$ cat src/rtl/sound_length_unit.sv
// Multi-channel APU length counter.
// Each channel counts down on the frame-sequencer length tick when length
// enable (single) is set. It clears its enable when the counter reaches zero.
// It also models trigger reload, DAC gating and the extra clock that occurs
// when the length enable is set on an odd sequencer step.
// The channels share no state; each one is a generate instance below.
module sound_length_unit #(
  parameter int             NCH       = 4,
  parameter int             WIDTH_MIN = 6,
  parameter int             WIDTH_MAX = 8,
  parameter logic [NCH-1:0] CH_WIDE   = 4'b0100
) (
  input  logic                         clk,
  input  logic                         rst,
  input  logic                         len_tick,
  input  logic                         seq_odd,
  input  logic [NCH-1:0]               trig,
  input  logic [NCH-1:0]               len_wr,
  input  logic [WIDTH_MAX-1:0]         len_data,
  input  logic [NCH-1:0]               single_wr,
  input  logic                         single_data,
  input  logic [NCH-1:0]               dac_on,
  output logic [NCH-1:0]               enable,
  output logic [NCH*(WIDTH_MAX+1)-1:0] remain
);

  // The counter is one bit wider than the widest length field, so a full
  // reload (2^Wi) fits without wrapping.
  localparam int CW = WIDTH_MAX + 1;

  for (genvar i = 0; i < NCH; i++) begin : g_ch
    localparam int             WI   = CH_WIDE[i] ? WIDTH_MAX : WIDTH_MIN;
    localparam logic [CW-1:0]  FULL = CW'(1) << WI;

    logic [CW-1:0] cnt_q;
    logic          single_q;
    logic          en_q;

    logic [CW-1:0] ld, c0, c1, c2, c3;
    logic          s, quirk, dec_tick, zq, zt, en_d;

    // Only the low Wi bits of the written length are meaningful for this channel.
    assign ld = {1'b0, len_data} & (FULL - CW'(1));

    // Step 1: a length write loads FULL minus the value (a value of 0 gives FULL).
    assign c0 = len_wr[i] ? FULL - ld : cnt_q;

    // Step 2: the new length-enable value.
    assign s = single_wr[i] ? single_data : single_q;

    // Step 3: enabling length on an odd step clocks the counter once immediately.
    assign quirk = single_wr[i] && !single_q && single_data && seq_odd && (c0 != '0);
    assign c1    = quirk ? c0 - CW'(1) : c0;

    // Step 4: a trigger on an empty counter reloads it. The reload is one short
    // when length is enabled and the next step will not clock length.
    assign c2 = (trig[i] && (c1 == '0)) ? ((s && seq_odd) ? FULL - CW'(1) : FULL) : c1;

    // Step 5: the frame-sequencer tick counts down. It never wraps past zero.
    assign dec_tick = len_tick && s && (c2 != '0);
    assign c3       = dec_tick ? c2 - CW'(1) : c2;

    // The channel switches off when either the step-3 clock or the tick empties
    // the counter. A trigger in the same cycle overrides the step-3 case,
    // because step 4 has already reloaded the counter.
    assign zq   = quirk && (c1 == '0) && !trig[i];
    assign zt   = dec_tick && (c3 == '0);
    assign en_d = dac_on[i] && (trig[i] || en_q) && !zq && !zt;

    // Channel state register; an asynchronous reset clears everything at once.
    always_ff @(posedge clk or negedge rst) begin
      if (!rst) begin
        cnt_q    <= '0;
        single_q <= 1'b0;
        en_q     <= 1'b0;
      end else begin
        cnt_q    <= c3;
        single_q <= s;
        en_q     <= en_d;
      end
    end

    assign enable[i]              = en_q;
    assign remain[i*CW +: CW]     = cnt_q;
  end

endmodule

$ cat config.mk
export PLATFORM = sky130hd
export DESIGN_NAME = sound_length_unit
export DESIGN_NICKNAME = d
export VERILOG_FILES = /design/src/rtl/sound_length_unit.sv
export SDC_FILE = /design/constraint.sdc
export NUM_CORES = 1
export LEC_CHECK = 0
export ABC_AREA = 1
export CAP_MARGIN = 15
export CORE_UTILIZATION = 60
export CTS_CLUSTER_DIAMETER = 120
export DETAILED_ROUTE_END_ITERATION = 7
export HOLD_SLACK_MARGIN = 0.06
export PLACE_DENSITY = 0.86
export SYNTH_ARGS = -nofsm -noshare
export SYNTH_HDL_FRONTEND = slang
export SYNTH_SLANG_ARGS = --single-unit
$ cat constraint.sdc
create_clock -name clk -period 7.1 [get_ports clk]
set_input_delay 0.71 -clock clk [delete_from_list [all_inputs] [get_ports clk]]
set_output_delay 0.71 -clock clk [all_outputs]
set_load 0.05 [all_outputs]
==> results.yml, run 1 <==
worst_setup_path:
  crit_fanout: 12
  critPathMaxStageDelay_ps: 470
  crit_arrival_ps: 4890
  reg2regPathDepth: 28
  cpMaxStageDelayCell: "clkdlybuf4s50_1"
  path_class: "in2reg"
  cpMostUsedCell: "nand2_1"
  r2r_slack_ps: 3410
  start_kind: "primary input"
  cp.buffers_inverters: 5
  cp-end-kind: "register"
  path_delay_family: "simple AND/OR/NAND/NOR gates"
  worstPathRequired_ps: 7290
  critical_path_depth: 33
global_routing:
  overflow: 0
  grt_max_degree: 45
  grt_pass1_wl_mm: 22.75
  grt_usage_pct: 31.00
  grt_pass1_vias: 4945
  antenna_found_initial: 0
synth:
  synth.most_common_cell: "nand2_1"
  ys.flop_type: "dfrtp_1"
  synth_area_per_cell_sq_um: 6.043
  syn-cell-area_sq_um: 5366
  synth_edf_count: 0
  synth-seq-cells: 44
  synth-seq-area-share_pct: 20.52
  yosysWarnings: 0
  async_reset_ff_share_pct: 100.0
  synth_fp_nets: 934
  synth_top_cell_area_share_pct: 21.40
  syn_inst: 888
  ys_top_cells_by_area: "nand2_1 (21%), dfrtp_1 (21%), nand3_1 (8.9%)"
  synth.distinct_cells: 42
  synthTopCellsByCount: "nand2_1 (306), inv_1 (108), nand3_1 (95)"
  yosysTopAreaCell: "nand2_1"
route:
  drcViolationCount: 0
  wire_per_inst_um: 12.84
  drtPass1Iterations: 5
  drt_wl_total_mm: 13.61
  num_vias: 5667
  drtIter0Drc: 364
  ant_nets: 0
  via_per_inst: 5.346
floorplanning:
  die_w_um: 96.57
  dieArea_sq_um: 9326
  rows: 34
  boundaryPins: 69
  start_util_pct: 61.84
  coreArea_sq_um: 8678
  chipHeight_um: 96.57
placement:
  hpwl_mm: 10.94
  place_ws_ps: 2139
  gp_routability_congestion: 0.9693
  port_buffers: 68
sta:
  fmax_ghz: 0.2127
  fin_ws_ps: 2400
  rsz0062_at_grt: "no"
  relSlewSlack_pct: 32.10
  fin_crit_ps: 4700
  hold_viol_final: 0
  setup_violations: 0
  min_period_over_period_pct: 66.20
  finClkSkew_ps: 2.410
  finalSetupTns_ps: 0
  worst_pin_slew_ps: 1019
  slew_violations: 0
clock_tree:
  cts_hold_buffers: 0
  cts_setup_buffers: 0
  cts_sinks: 44
  cts_tree: "yes"
  cts_max_path_buffers: 2
  cts.htree.levels: 2
  cts_root_buf: "clkbuf_8"
  cts_resized: 0
  clk_pin_slew_ps: 90
  clk_latency_ps: 300
  cts_buffers: 5
power:
  power_mw: 1.074
  peakVddDrop_v: 0.0001778
  total_leakage_power_nw: 3.305
  powerDensity_nw_per_um2: 173.8
finish:
  drive_above_1_share_pct: 13.55
  diodes: 0
  register_area_sq_um: 1101
  multi_input_area_sq_um: 3679
  syn2layout_area_growth_pct: 15.18
  nNetsFinal: 997
  fill_cells: 751
flow_run:
  cap_violations: 0
worst_hold_path:
  hp-class: "reg2reg"
  hold-path-cell-count: 2
status:
  status: "finished, final reports clean"
[through the flow]
stage	utilization (%)	std cells	cell area (sq um)	hold WS, ps
2_1_floorplan	-	888	5366	414.4
3_3_place_gp	70.18	1052	6091	481.2
3_5_place_dp	70.18	1052	6091	486.8
4_1_cts	71.22	1060	6181	507.2
5_1_grt	71.22	1060	6181	556.9
6_report	71.22	1060	6181	503.4
[cells in the final DEF, fill, tap and decap left out, types with 3 or more instances in the layout]
| cell type | instances |
|---|---|
| dfrtp_1 | 44 |
| nand2_2 | 25 |
| nand3_1 | 95 |
| inv_2 | 18 |
| a21oi_1 | 7 |
| xnor2_1 | 6 |
| or2_2 | 9 |
| nor2_4 | 7 |
| nand2_4 | 8 |
| nor3_1 | 8 |
| o21ai_0 | 20 |
| nand4_1 | 23 |
| nand2_1 | 306 |
| nand3b_1 | 6 |
| clkdlybuf4s50_1 | 67 |
| clkbuf_8 | 6 |
| o21ai_2 | 9 |
| nor2_1 | 82 |
| o21ai_1 | 9 |
| xor2_1 | 15 |
| ha_1 | 17 |
| o21bai_1 | 3 |
| nand3_2 | 12 |
| inv_1 | 108 |
| nor2_2 | 18 |
[worst reg2reg max path, delay by kind of cell, from the launching register on]
kind / cells / cell delay, ps
fa+ha+maj: 2 / 410
compound gates: 2 / 360
flops: 1 / 400
simple gates: 22 / 2290
buf+inv: 2 / 140
[final timing paths]
check,startpoint,to
max,len_data[0],g_ch[0].en_q
max reg2reg,g_ch[0].cnt_q[0],g_ch[0].en_q
min,g_ch[1].single_q,g_ch[1].single_q
min reg2reg,g_ch[1].single_q,g_ch[1].single_q
max in group asynchronous,rst,g_ch[2].cnt_q[7]
min in group asynchronous,rst,g_ch[1].en_q
[per-layer routing]
layer,vias to the layer above,share of wire (%),global-route usage [%]
met2,187,45,50.41
met4,0,1.6,5.637
met1,2539,47,43.69
met3,14,6.7,4.695
li1,2927,-,-
met5,-,0,0
[logic make-up (layout without fill, tap and decap cells)]
family	Yosys count	count (layout)	synth area share, %
flip-flops	44	44	20.52
AND/OR/NAND/NOR	608	608	53.91
multiplexers	1	1	0.1865
XOR/XNOR	22	22	3.940
adder cells (fa/ha/maj)	17	17	3.964
AO/OA/AOI/OAI	54	54	6.552
buffers and inverters	142	206	10.93
[state kept, by name, indices dropped and copies added (netlist names)]
name	flops
g_ch.en_q	4
g_ch.single_q	4
g_ch.cnt_q	36
[area by class of cell]
cell class              instances  area share [%]
clock buffers                   8           1.457
inverters                     128           7.854
multi-input cells             702           59.51
flip-flops and latches         44           17.81
well taps                     108           2.186
repair buffers                 70           11.17
[power by group]
part           internal, mW  switching, mW
clock network        0.0797         0.0925
registers             0.284         0.0261
logic                 0.191          0.400
Note: power is estimated with default switching activity, not from simulation.
==> inputs of run 2 (changes only) <==
- CORE_UTILIZATION: 60 -> 57
- PLACE_DENSITY: 0.86 -> 0.82
- clock period: 7.1 -> 4.5 ns (I/O delays scaled with it)
==> run 2 against run 1 <==
Sequential share of layout area decreased by 0.45 points. Worst hold slack got worse by 180 ps. Clock skew up 5.5 ps. Global-route usage is 1.8 points lower. Die area grew 5.2%. Sequential power increased by 58%.
==> results.yml, run 2 (synthesis results as in run 1) <==
status:
  status: "finished, final reports clean"
power:
  peakVddDrop_v: 0.0002447
  switching_share_pct: 48.01
  pwr-share-clk_pct: 15.9
  power_mw: 1.714
  p_sw_mw: 0.8229
  total_leakage_power_nw: 3.387
  powerDensity_nw_per_um2: 270.3
  p_int_mw: 0.8910
  pwr-share-comb_pct: 55.5
  pwr-share-seq_pct: 28.6
finish:
  regMostFlops: "g_ch.cnt_q"
  nNetsFinal: 1014
  drive_above_1_share_pct: 15.58
  largest_reg_flops: 36
  stdcell_area_sq_um: 6341
  reg_top3: "g_ch.cnt_q (36), g_ch.en_q (4), g_ch.single_q (4)"
  diodes: 0
  syn2layout_area_growth_pct: 18.16
  final_cell_mix: "nand2_1 (306), inv_1 (108), nand3_1 (94), nor2_1 (81), clkdlybuf4s50_1 (67)"
  final_common_cell: "nand2_1"
worst_setup_path:
  r2r_slack_ps: 910
  crit_arrival_ps: 4420
  start_kind: "primary input"
  r2r_start: "g_ch[2].cnt_q[1]"
  reg2reg_to: "g_ch[2].en_q"
  reg2regPathDepth: 26
  critical_path_depth: 30
  cp.buffers_inverters: 5
  worstPathRequired_ps: 4700
  setup.worst_path.end: "g_ch[2].en_q"
  crit_fanout: 10
  cpMaxStageDelayCell: "clkdlybuf4s50_1"
  path_delay_family: "simple AND/OR/NAND/NOR gates"
  cpMostUsedCell: "nand2_1"
  cp-end-kind: "register"
  path_class: "in2reg"
  cp-startpoint: "len_data[1]"
  critPathMaxStageDelay_ps: 500
route:
  drt_wl_total_mm: 13.98
  via_per_inst: 5.319
  ant_nets: 0
  wire_per_inst_um: 12.95
  num_vias: 5745
  drtPass1Iterations: 5
  drtIter0Drc: 298
  drcViolationCount: 0
sta:
  finClkSkew_ps: 7.874
  finalSetupTns_ps: 0
  slew_violations: 0
  min_period_over_period_pct: 93.88
  rsz0062_at_grt: "yes"
  hold_viol_final: 0
  fin_crit_ps: 4224
  relSlewSlack_pct: 31.79
  worst_pin_slew_ps: 1023
  hold_ws_ps: 320.7
  fmax_ghz: 0.2367
  setup_violations: 0
floorplanning:
  start_util_pct: 58.35
  coreArea_sq_um: 9196
  die_w_um: 99.03
  dieArea_sq_um: 9807
  boundaryPins: 69
  rows: 35
  chipHeight_um: 99.03
clock_tree:
  cts_hold_buffers: 0
  cts_root_buf: "clkbuf_8"
  clk_latency_ps: 310
  cts_tree: "yes"
  cts_max_path_buffers: 2
  cts.htree.levels: 2
  cts_sinks: 44
  cts_buffers: 5
  clk_pin_slew_ps: 90
global_routing:
  antenna_found_initial: 0
  grt_pass1_wl_mm: 23.25
  overflow: 0
  grt_usage_pct: 29.20
  grt_max_degree: 45
  grt_pass1_vias: 5112
placement:
  hpwl_mm: 11.29
  port_buffers: 68
  gp_routability_congestion: 0.9173
  postPlaceCellArea_sq_um: 6207
worst_hold_path:
  hp-class: "in2async"
flow_run:
  cap_violations: 0
-- run 2: changes by cell type in the layout (fill, tap and decap cells not counted), sizes merged --
cell  change
buf      +17
-- run 2: power groups by stage --
stage          clock network [mW]  logic, mW  registers [mW]
2_1_floorplan                   0      0.509           0.655
3_3_place_gp                    0      0.927           0.498
3_5_place_dp                    0      0.933           0.498
4_1_cts                     0.273      0.939           0.491
5_1_grt                     0.292       1.04           0.496
6_report                    0.272      0.952           0.491
-- run 2: how the worst min path moves through the flow --
stage / endpoint / slack [ps]
floorplan: g_ch[0].cnt_q[0] / 150
detailed placement: g_ch[3].single_q / 500
CTS: g_ch[1].cnt_q[8] / 340
global route: g_ch[1].cnt_q[8] / 390
global placement: g_ch[3].single_q / 480
finish: g_ch[1].cnt_q[0] / 320
-- run 2: timing repair --
action	CTS	global route
resized for setup	0	7
setup buffers	0	2
setup endpoints to repair	0	3
-- run 2: layout make-up --
cell class / count / area, sq um
inverters: 128 / 485.5
clock buffers: 8 / 90.09
well taps: 111 / 138.9
flip-flops and latches: 44 / 1101
fillers: 844 / 2855
multi-input cells: 702 / 3707
repair buffers: 87 / 818.3
-- run 2: stage by stage --
step,std cells,worst slack [ps],utilization [%]
global placement,1070,-124.3,67.50
finish,1080,275.5,68.95
floorplan,888,854.5,-
CTS,1078,203.0,68.48
detailed placement,1070,-106.3,67.50
global route,1080,-30.97,68.95
-- run 2: routing by layer --
| metal | vias up | track usage [%] | wire (um) |
|---|---|---|---|
| met1 | 2552 | 41.09 | 6587 |
| met2 | 206 | 46.37 | 6091 |
| met3 | 30 | 3.617 | 896 |
| li1 | 2957 | - | - |
| met5 | - | 0 | 0 |
| met4 | 0 | 9.529 | 406 |
==> inputs of run 3 (changes only) <==
- GPL_TIMING_DRIVEN: unset -> 0
==> run 3 against run 2 <==
Fmax rose by 1.4%. Routed wire length fell by 1.2%. Final cell count rose by 0.65%. Register-to-register slack got worse by 150 ps. Flip-flop and latch count did not move. Die area did not move. Largest cell class unchanged. Largest power group unchanged. Highest routed layer unchanged.
==> results.yml, run 3 (synthesis results as in run 1) <==
status:
  status: "finished, final reports clean"
power:
  total_leakage_power_nw: 3.439
  powerDensity_nw_per_um2: 267.6
  peakVddDrop_v: 0.0002348
  power_mw: 1.724
global_routing:
  grt_pass1_vias: 5026
  overflow: 0
  antenna_found_initial: 0
  grt_usage_pct: 28.48
  grt_pass1_wl_mm: 22.72
  grt_max_degree: 24
clock_tree:
  cts_sinks: 44
  cts_tree: "yes"
  cts_buffers: 5
  clk_pin_slew_ps: 90
  clk_latency_ps: 310
  cts.htree.levels: 2
  cts_hold_buffers: 0
  cts_max_path_buffers: 2
  cts_root_buf: "clkbuf_8"
floorplanning:
  chipHeight_um: 99.03
  coreArea_sq_um: 9196
  start_util_pct: 58.35
  rows: 35
  dieArea_sq_um: 9807
  die_w_um: 99.03
  boundaryPins: 69
worst_setup_path:
  crit_fanout: 10
  path_class: "in2reg"
  worstPathRequired_ps: 4700
  start_kind: "primary input"
  cp-startpoint: "seq_odd"
  crit_arrival_ps: 4370
  cp-end-kind: "register"
  r2r_start: "g_ch[0].cnt_q[0]"
worst_hold_path:
  hp-class: "in2async"
route:
  via_per_inst: 5.282
  num_vias: 5741
  ant_nets: 0
  wire_per_inst_um: 12.71
  drtPass1Iterations: 7
  drt_wl_total_mm: 13.81
  drtIter0Drc: 287
  drcViolationCount: 0
finish:
  multi_input_area_sq_um: 3730
  fill_cells: 818
  register_area_sq_um: 1101
  largest_reg_flops: 36
  layoutNonFillerInstCount: 1087
  final_cell_mix: "nand2_1 (303), inv_1 (107), nand3_1 (95), nor2_1 (80), clkdlybuf4s50_1 (65)"
  diodes: 0
  final_common_cell: "nand2_1"
  reg_top3: "g_ch.cnt_q (36), g_ch.en_q (4), g_ch.single_q (4)"
  nNetsFinal: 1021
  syn2layout_area_growth_pct: 20.10
  drive_above_1_share_pct: 16.70
  regMostFlops: "g_ch.cnt_q"
placement:
  gp_routability_congestion: 0.9213
  port_buffers: 68
  hpwl_mm: 10.91
  dp.cells: 1068
  place_ws_ps: -256.0
sta:
  setup_violations: 0
  relSlewSlack_pct: 17.23
  hold_viol_final: 0
  fmax_ghz: 0.2400
  finClkSkew_ps: 6.813
  fin_ws_ps: 333.6
  worst_pin_slew_ps: 1232
  slew_violations: 0
  min_period_over_period_pct: 92.59
  fin_crit_ps: 4166
flow_run:
  cap_violations: 0
==> run 3: changes by cell type in the layout (fill, tap and decap cells not counted), moves of 3 or more <==
cell     delta
buf_2       +3
buf_6       +3
inv_4       +3
nand2_1     -3
o21ai_2     +3
==> run 3: layout make-up <==
class / count / share of cell area, %
multi-input combinational: 702 / 57.87
sequential: 44 / 17.08
timing repair buffer: 80 / 12.27
inverter: 128 / 7.649
tap: 111 / 2.155
buffer: 14 / 1.573
clock buffer: 8 / 1.398
==> run 3: critical path: stages <==
cell	delay, ps
clkdlybuf4s50_1	450
inv_1	180
nor3_1	1030
nand2_8	110
inv_2	150
nand2_1	60
nand2_1	80
inv_2	70
nand3_1	90
nor2_2	60
nand3_2	80
buf_6	140
nand2_1	80
inv_1	140
ha_1	190
nand2_1	60
nor2_1	120
nand2_2	110
buf_4	160
buf_4	120
nand3_1	80
nand2_2	70
inv_2	40
nand2_1	40
nor2_1	110
a21oi_1	80
==> run 3: final timing paths <==
check / to / slack [ps] / cells after the start
worst max-delay path: g_ch[0].en_q / 330 / 26
worst min-delay path: g_ch[1].cnt_q[8] / 110 / 1
worst max register to register: g_ch[0].en_q / 760 / 30
worst min register to register: g_ch[3].single_q / 510 / 2
max in group asynchronous: g_ch[2].single_q / 3870 / 2
min in group clk: g_ch[3].single_q / 510 / 2
==> run 3: metrics by stage <==
step	area, sq um	hold WS [ps]	utilization, %	setup TNS (ps)
2_1_floorplan	5366	154.4	-	0
3_3_place_gp	6186	480.0	67.27	-601.3
3_5_place_dp	6208	468.2	67.51	-692.7
4_1_cts	6299	132.8	68.49	0
5_1_grt	6445	167.2	70.08	-32.36
6_report	6445	114.9	70.08	0
==> run 3: what timing repair did <==
item                       4_1_cts  5_1_grt
buffers inserted                 0       11
setup endpoints to repair        0       13
gates resized for setup          0       21
==> run 3: metal layers <==
layer,vias up,routed length (um),global-route usage (%)
met5,-,0,0
li1,2968,-,-
met1,2603,6562,39.76
met3,21,710,3.191
met2,149,6279,47.12
met4,0,262,6.774
==> run 3: power breakdown <==
group | leakage, nW | switching (mW) | internal [mW] | total, mW
sequential | 0.541 | 0.0385 | 0.449 | 0.487
combinational | 2.85 | 0.641 | 0.322 | 0.962
clock | 0.0455 | 0.149 | 0.126 | 0.275
total | 3.44 | 0.828 | 0.896 | 1.72
